### src/rtl/apb_i2c_pkg.sv
// Shared types and constants for the APB-to-I2C bridge arbiter.
// Revision: 1.0
`default_nettype none

package apb_i2c_pkg;

  typedef enum logic [1:0] {
    ST_IDLE   = 2'd0,
    ST_SETUP  = 2'd1,
    ST_ACCESS = 2'd2,
    ST_RESP   = 2'd3
  } state_t;

  // Register map of the APB-to-I2C bridge slave
  localparam logic [31:0] ADDR_TX_FIFO = 32'h0000_0000;
  localparam logic [31:0] ADDR_RX_FIFO = 32'h0000_0004;
  localparam logic [31:0] ADDR_CONFIG  = 32'h0000_0008;
  localparam logic [31:0] ADDR_TIMEOUT = 32'h0000_000C;

  localparam int DEFAULT_TIMEOUT_CYCLES = 16;

endpackage

`default_nettype wire

### src/rtl/apb_i2c_arbiter_if.sv
// Requester and APB bus bundle for the two-client APB-to-I2C arbiter.
// Revision: 1.0
`default_nettype none

interface apb_i2c_arbiter_if;
  logic [1:0]  REQ_VALID;
  logic [1:0]  REQ_WRITE;
  logic [31:0] REQ_ADDR_0;
  logic [31:0] REQ_ADDR_1;
  logic [31:0] REQ_WDATA_0;
  logic [31:0] REQ_WDATA_1;
  logic [1:0]  RSP_DONE;
  logic [31:0] RSP_RDATA;
  logic        RSP_ERR;
  logic        RSP_TIMEOUT;
  logic        BUSY;
  logic        PSELx;
  logic        PENABLE;
  logic        PWRITE;
  logic [31:0] PADDR;
  logic [31:0] PWDATA;
  logic [31:0] PRDATA;
  logic        PREADY;
  logic        PSLVERR;

  modport master (
    input  REQ_VALID, REQ_WRITE, REQ_ADDR_0, REQ_ADDR_1, REQ_WDATA_0, REQ_WDATA_1,
    output RSP_DONE, RSP_RDATA, RSP_ERR, RSP_TIMEOUT, BUSY,
    output PSELx, PENABLE, PWRITE, PADDR, PWDATA,
    input  PRDATA, PREADY, PSLVERR
  );

  modport slave (
    output REQ_VALID, REQ_WRITE, REQ_ADDR_0, REQ_ADDR_1, REQ_WDATA_0, REQ_WDATA_1,
    input  RSP_DONE, RSP_RDATA, RSP_ERR, RSP_TIMEOUT, BUSY,
    input  PSELx, PENABLE, PWRITE, PADDR, PWDATA,
    output PRDATA, PREADY, PSLVERR
  );
endinterface

`default_nettype wire

### src/rtl/apb_rr_arb2.sv
// Two-way round-robin arbiter; the pointer only moves when a grant is taken.
// Revision: 1.0
`default_nettype none

module apb_rr_arb2 (
  input  logic       clk,
  input  logic       rst_n,
  input  logic [1:0] req,
  input  logic       update,
  output logic [1:0] gnt
);

  // Set when requester 1 was granted most recently; reset favours requester 0
  logic last_one;

  always_comb begin
    gnt = 2'b00;
    case (req)
      2'b01:   gnt = 2'b01;
      2'b10:   gnt = 2'b10;
      2'b11:   gnt = last_one ? 2'b01 : 2'b10;
      default: gnt = 2'b00;
    endcase
  end

  always_ff @(posedge clk or negedge rst_n) begin
    if (!rst_n) begin
      last_one <= 1'b1;
    end else if (update && (gnt != 2'b00)) begin
      last_one <= gnt[1];
    end
  end

endmodule

`default_nettype wire

### src/rtl/apb_i2c_arbiter.sv
// Two-requester APB master sharing the APB-to-I2C bridge with PREADY timeout abort.
// Revision: 1.0
`default_nettype none

module apb_i2c_arbiter
  import apb_i2c_pkg::*;
#(
  parameter int TIMEOUT_CYCLES = DEFAULT_TIMEOUT_CYCLES,
  parameter int CNT_W          = 8
) (
  input  logic               PCLK,
  input  logic               PRESETn,
  apb_i2c_arbiter_if.master  bus
);

  localparam logic [CNT_W-1:0] TIMEOUT_LIM = CNT_W'(TIMEOUT_CYCLES);

  state_t           state;
  logic [CNT_W-1:0] wait_cnt;
  logic [CNT_W-1:0] cnt_inc;
  logic [1:0]       gnt;
  logic [1:0]       grant;

  apb_rr_arb2 u_arb (
    .clk    (PCLK),
    .rst_n  (PRESETn),
    .req    (bus.REQ_VALID),
    .update (state == ST_IDLE),
    .gnt    (gnt)
  );

  // Saturating increment so the wait counter can never wrap
  assign cnt_inc = (wait_cnt == {CNT_W{1'b1}}) ? wait_cnt : wait_cnt + CNT_W'(1);

  always_ff @(posedge PCLK or negedge PRESETn) begin
    if (!PRESETn) begin
      state           <= ST_IDLE;
      wait_cnt        <= '0;
      grant           <= 2'b00;
      bus.PSELx       <= 1'b0;
      bus.PENABLE     <= 1'b0;
      bus.PWRITE      <= 1'b0;
      bus.PADDR       <= '0;
      bus.PWDATA      <= '0;
      bus.BUSY        <= 1'b0;
      bus.RSP_DONE    <= 2'b00;
      bus.RSP_RDATA   <= '0;
      bus.RSP_ERR     <= 1'b0;
      bus.RSP_TIMEOUT <= 1'b0;
    end else begin
      case (state)
        ST_IDLE: begin
          if (|bus.REQ_VALID) begin
            grant       <= gnt;
            bus.PWRITE  <= gnt[1] ? bus.REQ_WRITE[1] : bus.REQ_WRITE[0];
            bus.PADDR   <= gnt[1] ? bus.REQ_ADDR_1   : bus.REQ_ADDR_0;
            bus.PWDATA  <= gnt[1] ? bus.REQ_WDATA_1  : bus.REQ_WDATA_0;
            bus.PSELx   <= 1'b1;
            bus.PENABLE <= 1'b0;
            bus.BUSY    <= 1'b1;
            state       <= ST_SETUP;
          end
        end
        ST_SETUP: begin
          bus.PENABLE <= 1'b1;
          state       <= ST_ACCESS;
        end
        ST_ACCESS: begin
          // PREADY is checked first so it wins over a timeout on the same edge
          if (bus.PREADY) begin
            bus.PSELx     <= 1'b0;
            bus.PENABLE   <= 1'b0;
            bus.RSP_DONE  <= grant;
            bus.RSP_RDATA <= bus.PWRITE ? 32'h0 : bus.PRDATA;
            bus.RSP_ERR   <= bus.PSLVERR;
            state         <= ST_RESP;
          end else if (cnt_inc == TIMEOUT_LIM) begin
            wait_cnt        <= cnt_inc;
            bus.PSELx       <= 1'b0;
            bus.PENABLE     <= 1'b0;
            bus.RSP_DONE    <= grant;
            bus.RSP_RDATA   <= '0;
            bus.RSP_ERR     <= 1'b1;
            bus.RSP_TIMEOUT <= 1'b1;
            state           <= ST_RESP;
          end else begin
            wait_cnt <= cnt_inc;
          end
        end
        ST_RESP: begin
          wait_cnt        <= '0;
          bus.BUSY        <= 1'b0;
          bus.RSP_DONE    <= 2'b00;
          bus.RSP_RDATA   <= '0;
          bus.RSP_ERR     <= 1'b0;
          bus.RSP_TIMEOUT <= 1'b0;
          state           <= ST_IDLE;
        end
        default: begin
          state <= ST_IDLE;
        end
      endcase
    end
  end

endmodule

`default_nettype wire

### src/flat_wrapper.sv
// flat-port wrapper written by rule: the top's interface ports become plain ports
module apb_i2c_arbiter_flat import apb_i2c_pkg::*;
#(
  parameter int TIMEOUT_CYCLES = DEFAULT_TIMEOUT_CYCLES,
  parameter int CNT_W          = 8
)
  (PCLK, PRESETn, bus_REQ_VALID, bus_REQ_WRITE, bus_REQ_ADDR_0, bus_REQ_ADDR_1, bus_REQ_WDATA_0, bus_REQ_WDATA_1, bus_RSP_DONE, bus_RSP_RDATA, bus_RSP_ERR, bus_RSP_TIMEOUT, bus_BUSY, bus_PSELx, bus_PENABLE, bus_PWRITE, bus_PADDR, bus_PWDATA, bus_PRDATA, bus_PREADY, bus_PSLVERR);
  apb_i2c_arbiter_if bus_i ();
  input  logic PCLK;
  input  logic PRESETn;
  input wire logic [$bits(bus_i.REQ_VALID)-1:0] bus_REQ_VALID;
  input wire logic [$bits(bus_i.REQ_WRITE)-1:0] bus_REQ_WRITE;
  input wire logic [$bits(bus_i.REQ_ADDR_0)-1:0] bus_REQ_ADDR_0;
  input wire logic [$bits(bus_i.REQ_ADDR_1)-1:0] bus_REQ_ADDR_1;
  input wire logic [$bits(bus_i.REQ_WDATA_0)-1:0] bus_REQ_WDATA_0;
  input wire logic [$bits(bus_i.REQ_WDATA_1)-1:0] bus_REQ_WDATA_1;
  output wire logic [$bits(bus_i.RSP_DONE)-1:0] bus_RSP_DONE;
  output wire logic [$bits(bus_i.RSP_RDATA)-1:0] bus_RSP_RDATA;
  output wire logic [$bits(bus_i.RSP_ERR)-1:0] bus_RSP_ERR;
  output wire logic [$bits(bus_i.RSP_TIMEOUT)-1:0] bus_RSP_TIMEOUT;
  output wire logic [$bits(bus_i.BUSY)-1:0] bus_BUSY;
  output wire logic [$bits(bus_i.PSELx)-1:0] bus_PSELx;
  output wire logic [$bits(bus_i.PENABLE)-1:0] bus_PENABLE;
  output wire logic [$bits(bus_i.PWRITE)-1:0] bus_PWRITE;
  output wire logic [$bits(bus_i.PADDR)-1:0] bus_PADDR;
  output wire logic [$bits(bus_i.PWDATA)-1:0] bus_PWDATA;
  input wire logic [$bits(bus_i.PRDATA)-1:0] bus_PRDATA;
  input wire logic [$bits(bus_i.PREADY)-1:0] bus_PREADY;
  input wire logic [$bits(bus_i.PSLVERR)-1:0] bus_PSLVERR;
  assign bus_i.REQ_VALID = bus_REQ_VALID;
  assign bus_i.REQ_WRITE = bus_REQ_WRITE;
  assign bus_i.REQ_ADDR_0 = bus_REQ_ADDR_0;
  assign bus_i.REQ_ADDR_1 = bus_REQ_ADDR_1;
  assign bus_i.REQ_WDATA_0 = bus_REQ_WDATA_0;
  assign bus_i.REQ_WDATA_1 = bus_REQ_WDATA_1;
  assign bus_RSP_DONE = bus_i.RSP_DONE;
  assign bus_RSP_RDATA = bus_i.RSP_RDATA;
  assign bus_RSP_ERR = bus_i.RSP_ERR;
  assign bus_RSP_TIMEOUT = bus_i.RSP_TIMEOUT;
  assign bus_BUSY = bus_i.BUSY;
  assign bus_PSELx = bus_i.PSELx;
  assign bus_PENABLE = bus_i.PENABLE;
  assign bus_PWRITE = bus_i.PWRITE;
  assign bus_PADDR = bus_i.PADDR;
  assign bus_PWDATA = bus_i.PWDATA;
  assign bus_i.PRDATA = bus_PRDATA;
  assign bus_i.PREADY = bus_PREADY;
  assign bus_i.PSLVERR = bus_PSLVERR;
  apb_i2c_arbiter #(.TIMEOUT_CYCLES(TIMEOUT_CYCLES), .CNT_W(CNT_W)) u_core (.PCLK(PCLK), .PRESETn(PRESETn), .bus(bus_i));
endmodule
### config.mk
export PLATFORM = sky130hd
export DESIGN_NAME = apb_i2c_arbiter_flat
export DESIGN_NICKNAME = d
export VERILOG_FILES = /design/src/rtl/apb_i2c_pkg.sv /design/src/rtl/apb_i2c_arbiter_if.sv /design/src/rtl/apb_rr_arb2.sv /design/src/rtl/apb_i2c_arbiter.sv /design/src/flat_wrapper.sv
export SDC_FILE = /design/constraint.sdc
export NUM_CORES = 1
export LEC_CHECK = 0
export ABC_AREA = 1
export ABC_CLOCK_PERIOD_IN_PS = 2100
export BUFFER_PORTS_ARGS = -buffer_cell sky130_fd_sc_hd__buf_4
export CORE_MARGIN = 1.5
export CORE_UTILIZATION = 46
export DETAILED_ROUTE_END_ITERATION = 8
export PLACE_DENSITY = 0.81
export SYNTH_ARGS = -nofsm -noshare
export SYNTH_HDL_FRONTEND = slang
export SYNTH_SLANG_ARGS = --single-unit
export TNS_END_PERCENT = 100
### constraint.sdc
create_clock -name PCLK -period 2.1 [get_ports PCLK]
set_input_delay 0.21 -clock PCLK [delete_from_list [all_inputs] [get_ports PCLK]]
set_output_delay 0.21 -clock PCLK [all_outputs]
set_load 0.02 [all_outputs]
-- Word-level counts from Yosys, hierarchy flattened
Cells that the tools add are included.
- register bits after elaboration: 117
- output and inout port bits: 104
- bits of input ports: 168
- logic and storage cells: 74
- reductions and logical operators: 16
- muxes and demuxes: 31
- add/subtract/negate cells: 1
- equality and inequality tests: 12
- operator list (operator ; count):
    two-way mux 32 bit ; 5
    one-hot mux 32 bit (2 select lines) ; 1
    two-way mux 8 bit ; 2
    one-hot mux 8 bit (2 select lines) ; 1
    two-way mux 2 bit ; 6
    AND reduction 2 bit ; 5
    AND reduction 3 bit ; 3
    adder 8 x 1 -> 8 bit, second input constant ; 1
    equality test 2 bit, second input constant ; 4
    equality test 8 x 5 -> 1 bit, second input constant ; 1
    equality test 8 bit, second input constant ; 1
    two-way mux 1 bit ; 8
    one-hot mux 1 bit (2 select lines) ; 4
    one-hot mux 2 bit (4 select lines) ; 1
    nonzero test 2 bit ; 4
    one-hot mux 2 bit (3 select lines) ; 1
    equality test 2 x 1 -> 1 bit, second input constant ; 2
    inequality test 2 x 1 -> 1 bit, second input constant ; 2
    one-hot mux 2 bit (2 select lines) ; 1
    inequality test 3 x 2 -> 1 bit, second input constant ; 1
    one-hot mux 1 bit (3 select lines) ; 1
    nonzero test 3 bit ; 1
    logical NOT 2 bit ; 1
    inequality test 2 bit, second input constant ; 1
    2 further kinds ; 2

-- Logic depth before layout (Yosys ltp)
Gate-level depths: netlist of the first run.
- word-level depth: 6
- depth in mapped cells: 14
- gate-level depth less buffers: 13

-- Modules after synthesis
Synthesis of the first run repeated with hierarchy kept, for this count alone.
- cell total of the unflattened synthesis: 724
- area total of the unflattened synthesis: 5606.6 um^2
- by module, submodules not included (module ; seq. area each (um^2) ; times used ; area an instance (um^2) ; cells an instance):
    apb_i2c_arbiter ; 2902.8 ; 1 ; 5540.3 ; 715
    apb_rr_arb2 ; 26.3 ; 1 ; 66.3 ; 9

-- Worst setup path after synthesis of the first run
No wires, ideal clock.
- path kind: register to register
- start point: register u_core.wait_cnt[0]
- end point: register u_core.bus.RSP_DONE[0]
- path buffers: 1
- path slack: 341 ps
- data arrival time: 1643 ps
- setup time: 117 ps
- stages on the path, launching flop included: 15
- required time: 1983 ps
- period minus slack after synthesis: 1759 ps
- path through: dfrtp_1 -> ha_1 -> nand2_2 -> nor2_4 -> nand2_2 -> nand2_1 -> nand2_1 -> nand2_1 -> nor2_2 -> nand3_2 -> nand2_4 -> nand2_4 -> buf_6 -> nand2_2 -> nand2_1
- word-level cells in the longest chain between the ends: 5
- elaborated cells between the ends (all ways): 6
- classes of those cells: add/sub: 1; eq/ne: 3; mux: 1; reduce/logical: 1
- ends and longest elaborated chain (element ; line ; text):
    start: declaration ; apb_i2c_arbiter.sv:19 ; logic [CNT_W-1:0] wait_cnt;
    start signal: assignment ; apb_i2c_arbiter.sv:78 ; wait_cnt <= cnt_inc;
    start signal: assignment ; apb_i2c_arbiter.sv:87 ; wait_cnt <= cnt_inc;
    adder 8 x 1 -> 8 bit / equality test 8 bit (equally long branches) ; apb_i2c_arbiter.sv:33 ; assign cnt_inc = (wait_cnt == {CNT_W{1'b1}}) ? wait_cnt : wait_cnt + CNT_W'(1);
    two-way mux 8 bit (*) ; apb_i2c_arbiter.sv:33 ;
    equality test 8 x 5 -> 1 bit (*) ; apb_i2c_arbiter.sv:77 ; end else if (cnt_inc == TIMEOUT_LIM) begin
    inequality test 3 x 2 -> 1 bit (no source line) (*) ; - ;
    AND reduction 2 bit (no source line) (*) ; - ;
    end signal: assignment ; apb_i2c_arbiter.sv:73 ; bus.RSP_DONE <= grant;
    end signal: assignment ; apb_i2c_arbiter.sv:81 ; bus.RSP_DONE <= grant;
    end: declaration ; apb_i2c_arbiter_if.sv:28 ; output RSP_DONE, RSP_RDATA, RSP_ERR, RSP_TIMEOUT, BUSY,
Every way passes the cells marked *; elsewhere a longest branch is shown, timed or not.
A chain may end at the register's enable or synchronous reset.

-- Worst setup path in the final report of the first run
- start point: register u_core.wait_cnt[0]
- end point: register u_core.bus.PSELx
- word-level cells in the longest chain between the ends: 5
- elaborated cells between the ends (all ways): 6
- classes of those cells: add/sub: 1; eq/ne: 3; mux: 1; reduce/logical: 1
- ends and longest elaborated chain (element ; line ; text):
    adder 8 x 1 -> 8 bit / equality test 8 bit (equally long branches) ; apb_i2c_arbiter.sv:33 ;
    two-way mux 8 bit (*) ; apb_i2c_arbiter.sv:33 ;
    equality test 8 x 5 -> 1 bit (*) ; apb_i2c_arbiter.sv:77 ;
    inequality test 3 x 2 -> 1 bit (no source line) (*) ; - ;
    AND reduction 3 bit (no source line) (*) ; - ;
    end signal: assignment ; apb_i2c_arbiter.sv:40 ; bus.PSELx <= 1'b0;
    end signal: assignment ; apb_i2c_arbiter.sv:71 ; bus.PSELx <= 1'b0;
    end signal: assignment ; apb_i2c_arbiter.sv:79 ; bus.PSELx <= 1'b0;
    end: declaration ; apb_i2c_arbiter_if.sv:29 ; output PSELx, PENABLE, PWRITE, PADDR, PWDATA,
Marked as above.

==> impl_results.md, run 1 <==
- Status: completed
- DIE AREA: 12800 µm²
- Place WS: -5.92 ps
- Register area: 2930 µm²
- Pwr Density: 1460 nW/µm²
- CTS Sinks: 117
- Yosys cell types: 28
- Worst IR drop on VDD: 773 µV
- # IOs: 272
- N_diodes: 0
- Synth Area per Inst: 7.84 µm²
- Category of the most critical setup path: reg2reg
- Starting density of the core: 46.8%
- Max Clk Rate: 0.503 GHz
- Synth Instances: 712
- Crit-path cells: ha_2 -> nand2_2 -> nor2_1 -> nand2_1 -> nand2_1 -> o21ai_1 -> nor2_1 -> nand3_4 -> buf_4 -> nand2_4 -> nand2_1 -> nand2_1 -> nand2_1
- CP Max Fanout: 7
- Total number of vias: 5871
- Cell type with the largest total area after synthesis: dfrtp_1
- Crit path top cell by count: nand2_1
- Synth Flop Type: dfrtp_1
- Fin. Hold Viols: 0
- Critical Path RT: 2400 ps
- Largest net degree at the start of global routing: 118
- Grt ovf: 0
- Synth Warn #: 0
- Max cap viols: 0
- Top cell type's share of synthesized area: 52.0%
- H-tree depth: 4
- Global-route wire length before repair: 27.2 mm
- Die Span X: 113 µm
- Startpoint class of the critical path: register
- Top post-synthesis cells by area: dfrtp_1 (52%), o21ai_0 (12%), nand2_1 (11%)
- Period utilization: 94.6%
- Leak: 4.51 nW
- WL/cell: 15.3 µm
- CTS tree: done
- Worst hold path stage count: 3
- Most frequent cell after synthesis: nand2_1
- Clk buf depth: 2
- Vias per std cell: 5.15
- Fin crit period: 1990 ps
- Worst r2r path cells: 13
- Layout cell share with drive strength beyond 1: 35.0%
- Filler cells: 922
- Slew at the pin closest to its max-slew limit: 624 ps
- Vias in the first global route: 5646
- Placer Congestion: 0.906
- Syn-to-layout area delta: 52.8%
- Cell Area, Synth: 5580 µm²
- Setup ws final: 114 ps
- Max incr delay on CP: 400 ps
- CTS clk-pin slew, worst paths: 60 ps
- First-pass DRT Iterations: 7
- Detail Route Antenna Nets: 0
- Commonest cells post-synth: nand2_1 (158), o21ai_0 (134), dfrtp_1 (116), nor2_1 (108), inv_1 (58)
- Initial antenna violation count: 0
- Fraction of registers with async set/reset: 100%
- Sequential share of the synthesized area: 52.5%
- Number of synthesized flops with an enable pin: 0
- Multi-input gate area: 2330 µm²
- GRT Util Overall: 27.0%
- Total wire length: 17.4 mm
- Final setup vio count: 0
- WP data arrival: 2290 ps
- NumNets Final: 1154
- Clock root buffer master: clkbuf_16
- HPWL Detailed: 11.6 mm
- Core region area: 11900 µm²
- CTS buffer count: 17
- DR DRC count: 0
- Hold_ws: 56.5 ps
- Slew HR: 58.4%
- Post-synthesis register bit count: 117
- Syn_nets: 885
- PortBufs: 271
- Drt initial violations: 498
- Num rows: 40
- Fin. max-slew vios: 0
- Final Skew: 10.8 ps
- Final Total Pwr: 12.5 mW
- CP endpoint kind: register
- Worst-skew pair later-pin latency: 420 ps
- Chip height: 113 µm
- Critical Path Slowest Stage Cell: dfrtp_1
- HP Class: in2reg
-- critical path: cells and delay by family (launching register included) --
| family | cells | cell delay [ps] |
|---|---|---|
| adders and majority gates | 1 | 220 |
| and+or+nand+nor | 10 | 1010 |
| AOI/OAI and AO/OA | 1 | 80 |
| DFF | 1 | 400 |
| buffers and inverters | 1 | 170 |
-- routing by layer --
metal	global-route usage, %	part of all wire, %	up-vias
li1	-	-	2820
met1	32.4	39	2720
met2	44.8	50	289
met3	8.30	7.9	42
met4	12.0	3.1	0
met5	0	0	-
-- flip-flops by register name (all words and copies together), names as in the netlist, 2 cells and up --
register              flops
u_core.grant              2
u_core.bus.PWDATA        32
u_core.bus.PADDR         32
u_core.state              2
u_core.bus.RSP_DONE       2
u_core.wait_cnt           8
u_core.bus.RSP_RDATA     32
-- stage by stage --
stage,instance area (µm²),utilization (%),setup TNS (ps),cells
2_1_floorplan,5580,-,0,712
3_3_place_gp,7750,65.1,0,1102
3_5_place_dp,7750,65.1,-10.4,1102
4_1_cts,8410,70.6,0,1135
5_1_grt,8530,71.6,-12.6,1141
6_report,8530,71.6,0,1141
-- placed cells by master (no fill, tap or decap), drive strengths merged --
cell         netlist  layout
dlygate4sd3        0       1
o21ai            139     139
buf                7     288
xnor2              1       1
dfstp              1       1
nor3               1       1
nand4              1       1
ha                 5       5
bufinv             0       4
dfrtp            116     116
clkbuf            34      18
inv               58      61
and3               1       1
nand2            172     174
nor2             111     111
o211ai             1       1
clkinvlp           0       3
a21oi              4       4
o22ai              7       7
nand3             50      50
and2               1       1
o21bai             1       1
clkinv             1       5
-- path summary, 6_finish.rpt --
kind	startpoint	to	slack, ps
worst max-delay path	u_core.wait_cnt[0]$_DFFE_PN0P_	u_core.bus.PSELx$_DFFE_PN0P_	110
worst max register to register	u_core.wait_cnt[0]$_DFFE_PN0P_	u_core.bus.PSELx$_DFFE_PN0P_	110
min in group asynchronous	PRESETn	u_core.bus.RSP_RDATA[8]$_DFFE_PN0P_	430
worst min-delay path	bus_REQ_ADDR_1[20]	u_core.bus.PADDR[20]$_DFFE_PN0P_	60
worst min register to register	u_core.u_arb.last_one$_DFFE_PN1P_	u_core.u_arb.last_one$_DFFE_PN1P_	470
max in group asynchronous	PRESETn	u_core.bus.PWDATA[14]$_DFFE_PN0P_	1210
-- area by class of cell --
class,instances,share of cell area [%]
clock inverter,14,2.35
sequential,117,34.4
inverter,59,2.60
multi-input combinational,497,27.4
timing repair buffer,289,26.0
clock buffer,18,5.15
tap,147,2.16
-- cell families (layout without fill, tap and decap cells) --
| logic type | count (synthesis) | count (layout) | share of synthesized area (%) |
|---|---|---|---|
| AOI/OAI and AO/OA | 152 | 152 | 13.9 |
| xor gates and xnor gates | 1 | 1 | 0.157 |
| adders and majority gates | 5 | 5 | 1.12 |
| buffers and inverters | 100 | 380 | 7.27 |
| DFF | 117 | 117 | 52.5 |
| and+or+nand+nor | 337 | 339 | 25.1 |
-- report_power, final --
part           internal (mW)  switching, mW  leakage (nW)  total, mW
clock network           2.03           1.10         0.304       3.12
logic                   2.14           3.52          2.73       5.66
registers               3.17          0.519          1.48       3.69
total                   7.33           5.13          4.51       12.5
-- repair_timing --
item / in CTS / in global routing
resized for setup: 1 / 14
endpoints found under the setup margin: 29 / 36
hold buffers: 1 / 0
endpoints found under the hold margin: 116 / 0
buffers inserted: 0 / 4
cloned: 0 / 2
pin swaps: 0 / 2
No activity file was read; power rests on OpenSTA's default activity.
==> inputs of run 2 (changes only) <==
Settings changed: GPL_TIMING_DRIVEN from default to 0.
==> run 2 against run 1 <==
  * Routed wire length fell by 0.32%
  * Global-route usage rose by 0.47 points
  * Clock power fell by 2%
  * Largest cell class unchanged
==> impl_results.md, run 2 (same netlist as run 1, synthesis figures left out) <==
- Largest net degree at the start of global routing: 71 (-40%)
- Status: completed
- N_diodes: 0 (unchanged)
- Clk buf depth: 2 (unchanged)
- Placed Area: 7830 µm² (+1.0%)
- Clock root buffer master: clkbuf_16
- DIE AREA: 12800 µm² (unchanged)
- Final Total Pwr: 12.4 mW (-0.67%)
- NumNets Final: 1180 (+2.3%)
- WL/cell: 14.9 µm (-2.5%)
- Vias per std cell: 5.09 (-1.1%)
- GRT Util Overall: 27.4% (+0.47 points)
- Global-route wire length before repair: 27.5 mm (+1.2%)
- Cells after DPL: 1131 (+2.6%)
- CTS buffer count: 17 (unchanged)
- Critical Path RT: 2400 ps (about the same)
- Chip height: 113 µm (unchanged)
- Fin. max-slew vios: 0 (unchanged)
- Crit-path cells: ha_4 -> nand2_2 -> nor2_4 -> nand3_1 -> nand2_1 -> nand2_1 -> nor2_2 -> nand3_2 -> nand2_4 -> nand2_4 -> buf_6 -> nand2_2 -> nand2_1
- Final Skew: 6.51 ps (-4.25 ps)
- Drt initial violations: 439 (-12%)
- PortBufs: 271 (unchanged)
- Worst-skew pair later-pin latency: 410 ps (about the same)
- Startpoint class of the critical path: register
- DR DRC count: 0 (unchanged)
- Detail Route Antenna Nets: 0 (unchanged)
- CTS Sinks: 117 (unchanged)
- Design Area, Final: 8530 µm² (about the same)
- Grt ovf: 0 (unchanged)
- Placer Congestion: 0.823 (-9.2%)
- Final setup vio count: 0 (unchanged)
- Leak: 4.52 nW (+0.29%)
- Period utilization: 92.7% (-1.9 points)
- Starting density of the core: 46.8% (unchanged)
- HPWL Detailed: 12.8 mm (+11%)
- Total number of vias: 5932 (+1.0%)
- HP Class: in2reg
- CTS clk-pin slew, worst paths: 50 ps (about the same)
- Die Span X: 113 µm (unchanged)
- Most common cell after layout, fill and taps aside: buf_4
- Total wire length: 17.3 mm (-0.32%)
- Max Clk Rate: 0.514 GHz (+2.1%)
- CP endpoint kind: register
- First-pass DRT Iterations: 5 (-2)
- Top Registers: u_core.bus.PADDR (32), u_core.bus.PWDATA (32), u_core.bus.RSP_RDATA (32)
- CP delay by family, top: simple AND/OR/NAND/NOR gates
- Num rows: 40 (unchanged)
- Vias in the first global route: 5625 (-0.37%)
- Worst IR drop on VDD: 695 µV (-10%)
- Core region area: 11900 µm² (unchanged)
- Slew HR: 58.8% (+0.36 points)
- Layout cell share with drive strength beyond 1: 34.1% (-0.96 points)
- CTS tree: done
- Crit path buffers/inverters: 1 (unchanged)
- Crit path top cell by count: nand2_1
- Critical Path Slowest Stage Cell: dfrtp_1
- Fin crit period: 1950 ps (-40.0 ps)
- CP Max Fanout: 10 (+3)
- Fin. Hold Viols: 0 (unchanged)
- WP data arrival: 2240 ps (-50 ps)
- Hold_ws: 56.4 ps (-0.0109 ps)
- Most frequent cells in the layout: buf_4 (273), nand2_1 (157), o21ai_0 (134), dfrtp_1 (116), nor2_1 (106)
- Syn-to-layout area delta: 52.9% (about the same)
- Pwr Density: 1450 nW/µm² (-0.75%)
- Initial antenna violation count: 0 (unchanged)
- Max cap viols: 0 (unchanged)
- # IOs: 272 (unchanged)
- Slew at the pin closest to its max-slew limit: 614 ps (-9.50 ps)
- Final setup TNS: 0 ps (unchanged)
- Category of the most critical setup path: reg2reg
- Max incr delay on CP: 410 ps (about the same)
- Final cell count without fillers: 1166 (+2.2%)
- H-tree depth: 4 (unchanged)
## run 2: cell types whose count changed in the layout (fill, tap and decap cells not counted), sizes merged
cell	previous run	this run
inv	61	58
nand2	174	172
clkbuf	18	54
clkinvlp	3	4
clkinv	5	6
buf	288	280
## run 2: stage by stage
stage,worst slack (ps),utilization [%]
floorplan,341,-
global placement,-164,65.5
detailed placement,-216,65.7
CTS,23.5,71.1
global route,-3.84,71.6
finish,154,71.6
## run 2: path summary, 6_finish.rpt
check,start,endpoint,slack (ps),cells after the start
max,u_core.wait_cnt[1]$_DFFE_PN0P_,u_core.bus.RSP_RDATA[3]$_DFFE_PN0P_,150,13
min,bus_REQ_WDATA_1[0],u_core.bus.PWDATA[0]$_DFFE_PN0P_,60,3
max reg2reg,u_core.wait_cnt[1]$_DFFE_PN0P_,u_core.bus.RSP_RDATA[3]$_DFFE_PN0P_,150,13
min reg2reg,u_core.bus.RSP_RDATA[20]$_DFFE_PN0P_,u_core.bus.RSP_RDATA[20]$_DFFE_PN0P_,470,2
max in group asynchronous,PRESETn,u_core.u_arb.last_one$_DFFE_PN1P_,1090,3
min in group asynchronous,PRESETn,u_core.bus.RSP_RDATA[4]$_DFFE_PN0P_,290,2
## run 2: final cells by class
type | instances | area [µm²]
plain buffers | 41 | 205
clock buffers | 18 | 439
clock inverters | 13 | 183
fillers | 960 | 3380
inverters | 59 | 221
multi-input cells | 495 | 2270
flip-flops and latches | 117 | 2930
well taps | 147 | 184
repair buffers | 276 | 2100
## run 2: layer usage
| metal | vias up | GRT usage [%] | wire [µm] |
|---|---|---|---|
| li1 | 2875 | - | - |
| met1 | 2772 | 32.2 | 6730 |
| met2 | 243 | 47.5 | 8800 |
| met3 | 42 | 7.71 | 1300 |
| met4 | 0 | 11.3 | 521 |
| met5 | - | 0 | 0 |
## run 2: timing repair
item,CTS,global route
endpoints found under the hold margin,47,0
hold buffers,1,0
setup buffers,0,3
endpoints found under the setup margin,37,83
gates resized for setup,2,27
pin swaps,0,1
## run 2: worst register-to-register path: cells and delay by family (launching register included)
family | cells | cell delay, ps
adder cells (fa/ha/maj) | 1 | 170
buffers and inverters | 1 | 180
flip-flops | 1 | 410
AND/OR/NAND/NOR | 11 | 1060
## run 2: power breakdown
part	switching [mW]	total, mW	internal, mW
Combinational	3.43	5.62	2.19
Clock	1.05	3.06	2.00
Sequential	0.544	3.71	3.17
==> inputs of run 3 (changes only) <==
Settings changed: PLACE_DENSITY 0.81 to 0.78.
==> run 3 against run 2 <==
  * Sequential cell count unchanged
  * First-iteration DRC count down 4.6%
  * Clock skew up 2.7 ps
  * Via count down 0.98%
  * Cell area up 0.31%
  * Critical path depth unchanged
  * Register-to-register slack worse by 40 ps
  * Global-route usage down 0.26 points
  * Die area unchanged
  * Critical path type unchanged
  * Critical endpoint is now u_core.bus.RSP_RDATA[28]$_DFFE_PN0P_
  * Largest cell class unchanged
==> impl_results.md, run 3 (same netlist as run 1, synthesis figures left out) <==
- Status: completed
- Sequential power share: 29.8% (-0.2 points)
- Multi-input gate area: 2280 µm² (+0.22%)
- HPWL Detailed: 12.7 mm (-1.1%)
- Total number of vias: 5874 (-0.98%)
- Layout cell share with drive strength beyond 1: 34.0% (about the same)
- Global-route wire length before repair: 27.4 mm (-0.40%)
- Worst r2r path cells: 13 (unchanged)
- Switching part of the total power: 40.2% (-0.41 points)
- Design Area, Final: 8560 µm² (+0.31%)
- Core region area: 11900 µm² (unchanged)
- Crit path top cell by count: nand2_1
- DR DRC count: 0 (unchanged)
- Final setup TNS: 0 ps (unchanged)
- CTS tree: done
- First-pass DRT Iterations: 5 (unchanged)
- Slew HR: 62.0% (+3.3 points)
- Combinational share of power: 45.5% (+0.2 points)
- R2R setup slack: 120 ps (-40 ps)
- P_int: 7.46 mW (+1.3%)
- PortBufs: 271 (unchanged)
- Die Span X: 113 µm (unchanged)
- Initial antenna violation count: 0 (unchanged)
- Syn-to-layout area delta: 53.4%
- CP Max Fanout: 10 (unchanged)
- Clock Power Share: 24.7% (about the same)
- CTS buffer count: 17 (unchanged)
- Pwr Density: 1460 nW/µm² (+0.32%)
- Chip height: 113 µm (unchanged)
- Filler cells: 944 (-1.7%)
- Vias in the first global route: 5702 (+1.4%)
- NumNets Final: 1181 (+0.085%)
- Worst hold endpoint: u_core.bus.PADDR[20]$_DFFE_PN0P_
- Fraction of met3 tracks used by global routing: 7.66% (-0.054 points)
- Most Used Layer, Global Route: met2
- Hold path start: bus_REQ_ADDR_1[20]
- Vias per std cell: 5.03 (-1.1%)
- Drt initial violations: 419 (-4.6%)
- WP data arrival: 2280 ps (+40 ps)
- RSZ-0062 raised after global routing: yes
- Place WS: -298 ps (-82.1 ps)
- N_diodes: 0 (unchanged)
- Max incr delay on CP: 430 ps (+20 ps)
- Critical Path RT: 2390 ps (about the same)
- Max cap viols: 0 (unchanged)
- # IOs: 272 (unchanged)
- Placed Area: 7830 µm² (unchanged)
- Crit-path cells: ha_4 -> nand2_2 -> nor2_4 -> buf_4 -> o211ai_1 -> nand2_1 -> nor2_1 -> nand3_2 -> nand2_4 -> nand2_4 -> buf_6 -> nand2_1 -> nand2_1
- Startpoint class of the critical path: register
- H-tree depth: 4 (unchanged)
- R2r endpoint: u_core.bus.RSP_RDATA[28]$_DFFE_PN0P_
- Worst-skew pair later-pin latency: 410 ps (about the same)
- Fin. max-slew vios: 0 (unchanged)
- DIE AREA: 12800 µm² (unchanged)
- Clk buf depth: 2 (unchanged)
- CTS Sinks: 117 (unchanged)
- Largest net degree at the start of global routing: 68 (-4.2%)
- Global routing usage on met1: 31.4% (-0.79 points)
- Psw: 5.01 mW (-0.38%)
- Total wire length: 17.4 mm (+0.45%)
- Leak: 4.54 nW (+0.33%)
- Clock root buffer master: clkbuf_16
- Critical Path Slowest Stage Cell: dfrtp_1
- Period utilization: 94.4% (+1.7 points)
- Worst hold path stage count: 3 (unchanged)
- Category of the most critical setup path: reg2reg
- Fin crit period: 1980 ps (+35.2 ps)
- Hold_ws: 74.1 ps (+17.6 ps)
- Num rows: 40 (unchanged)
- CTS clk-pin slew, worst paths: 50 ps (about the same)
- Slew at the pin closest to its max-slew limit: 566 ps (-48.8 ps)
- WL/cell: 14.9 µm (+0.36%)
- Top Registers: u_core.bus.PADDR (32), u_core.bus.PWDATA (32), u_core.bus.RSP_RDATA (32)
- Worst IR drop on VDD: 789 µV (+14%)
- HP Class: in2reg
- Most frequent cells in the layout: buf_4 (274), nand2_1 (157), o21ai_0 (134), dfrtp_1 (116), nor2_1 (107)
- Final setup vio count: 0 (unchanged)
- Starting density of the core: 46.8% (unchanged)
- GRT Util Overall: 27.2% (-0.26 points)
- Register area: 2930 µm² (unchanged)
- Placer Congestion: 0.848 (+3.1%)
- Final Util: 71.9% (+0.22 points)
- R2r startpoint: u_core.wait_cnt[1]$_DFFE_PN0P_
- Met2 Resource Use GR: 47.4% (about the same)
- Most common cell after layout, fill and taps aside: buf_4
- Fin. Hold Viols: 0 (unchanged)
- Grt ovf: 0 (unchanged)
- Final Skew: 9.21 ps (+2.70 ps)
- Setup ws final: 118 ps (-35.2 ps)
- Detail Route Antenna Nets: 0 (unchanged)
- Max Clk Rate: 0.505 GHz (-1.8%)
- CP endpoint kind: register
-- run 3: how the worst max path moves through the flow --
stage / start / end / slack (ps) / cells after the start
2_1_floorplan: u_core.wait_cnt[0]$_DFFE_PN0P_ / u_core.bus.RSP_DONE[0]$_DFFE_PN0P_ / 340 / 14
3_3_place_gp: u_core.state[0]$_DFFE_PN0P_ / u_core.bus.PADDR[29]$_DFFE_PN0P_ / -210 / 8
3_5_place_dp: u_core.state[0]$_DFFE_PN0P_ / u_core.bus.PADDR[30]$_DFFE_PN0P_ / -300 / 8
4_1_cts: u_core.state[0]$_DFFE_PN0P_ / u_core.bus.PWDATA[24]$_DFFE_PN0P_ / 10 / 9
5_1_grt: u_core.wait_cnt[1]$_DFFE_PN0P_ / u_core.bus.RSP_RDATA[25]$_DFFE_PN0P_ / -50 / 13
6_report: u_core.wait_cnt[1]$_DFFE_PN0P_ / u_core.bus.RSP_RDATA[28]$_DFFE_PN0P_ / 120 / 13
-- run 3: critical path, delay by kind of cell (launching register included) --
family / cells / cell delay [ps]
simple gates: 9 / 890
fa+ha+maj: 1 / 190
flops: 1 / 430
buf+inv: 2 / 290
compound gates: 1 / 70
-- run 3: what timing repair did --
item / CTS / global route
buffers inserted: 0 / 4
gates resized for setup: 4 / 31
setup endpoints to repair: 42 / 79
hold buffers: 1 / 0
endpoints found under the hold margin: 50 / 0
pin swaps: 0 / 3
-- run 3: area by class of cell --
cell class,instances,share of cell area (%)
sequential,117,34.2
multi-input combinational,495,26.6
timing repair buffer,277,24.6
clock buffer,23,5.58
inverter,59,2.59
buffer,41,2.51
tap,147,2.15
clock inverter,8,1.72
-- run 3: per-stage QoR --
step	std cells	total power, mW
2_1_floorplan	712	6.86
3_3_place_gp	1130	9.15
3_5_place_dp	1131	9.27
4_1_cts	1163	12.4
5_1_grt	1167	13.3
6_report	1167	12.5
-- run 3: routing by layer --
| layer | share of wire [%] | up-vias |
|---|---|---|
| met5 | 0 | - |
| met4 | 2.6 | 0 |
| met3 | 7.2 | 29 |
| met2 | 51 | 232 |
| met1 | 39 | 2734 |
| li1 | - | 2879 |
-- run 3: power groups by stage --
stage | Combinational, mW | Sequential [mW] | Clock, mW
6_report | 5.67 | 3.72 | 3.08
5_1_grt | 6.23 | 3.81 | 3.22
4_1_cts | 5.59 | 3.70 | 3.11
3_5_place_dp | 5.58 | 3.70 | 0
3_3_place_gp | 5.47 | 3.68 | 0
2_1_floorplan | 2.23 | 4.63 | 0
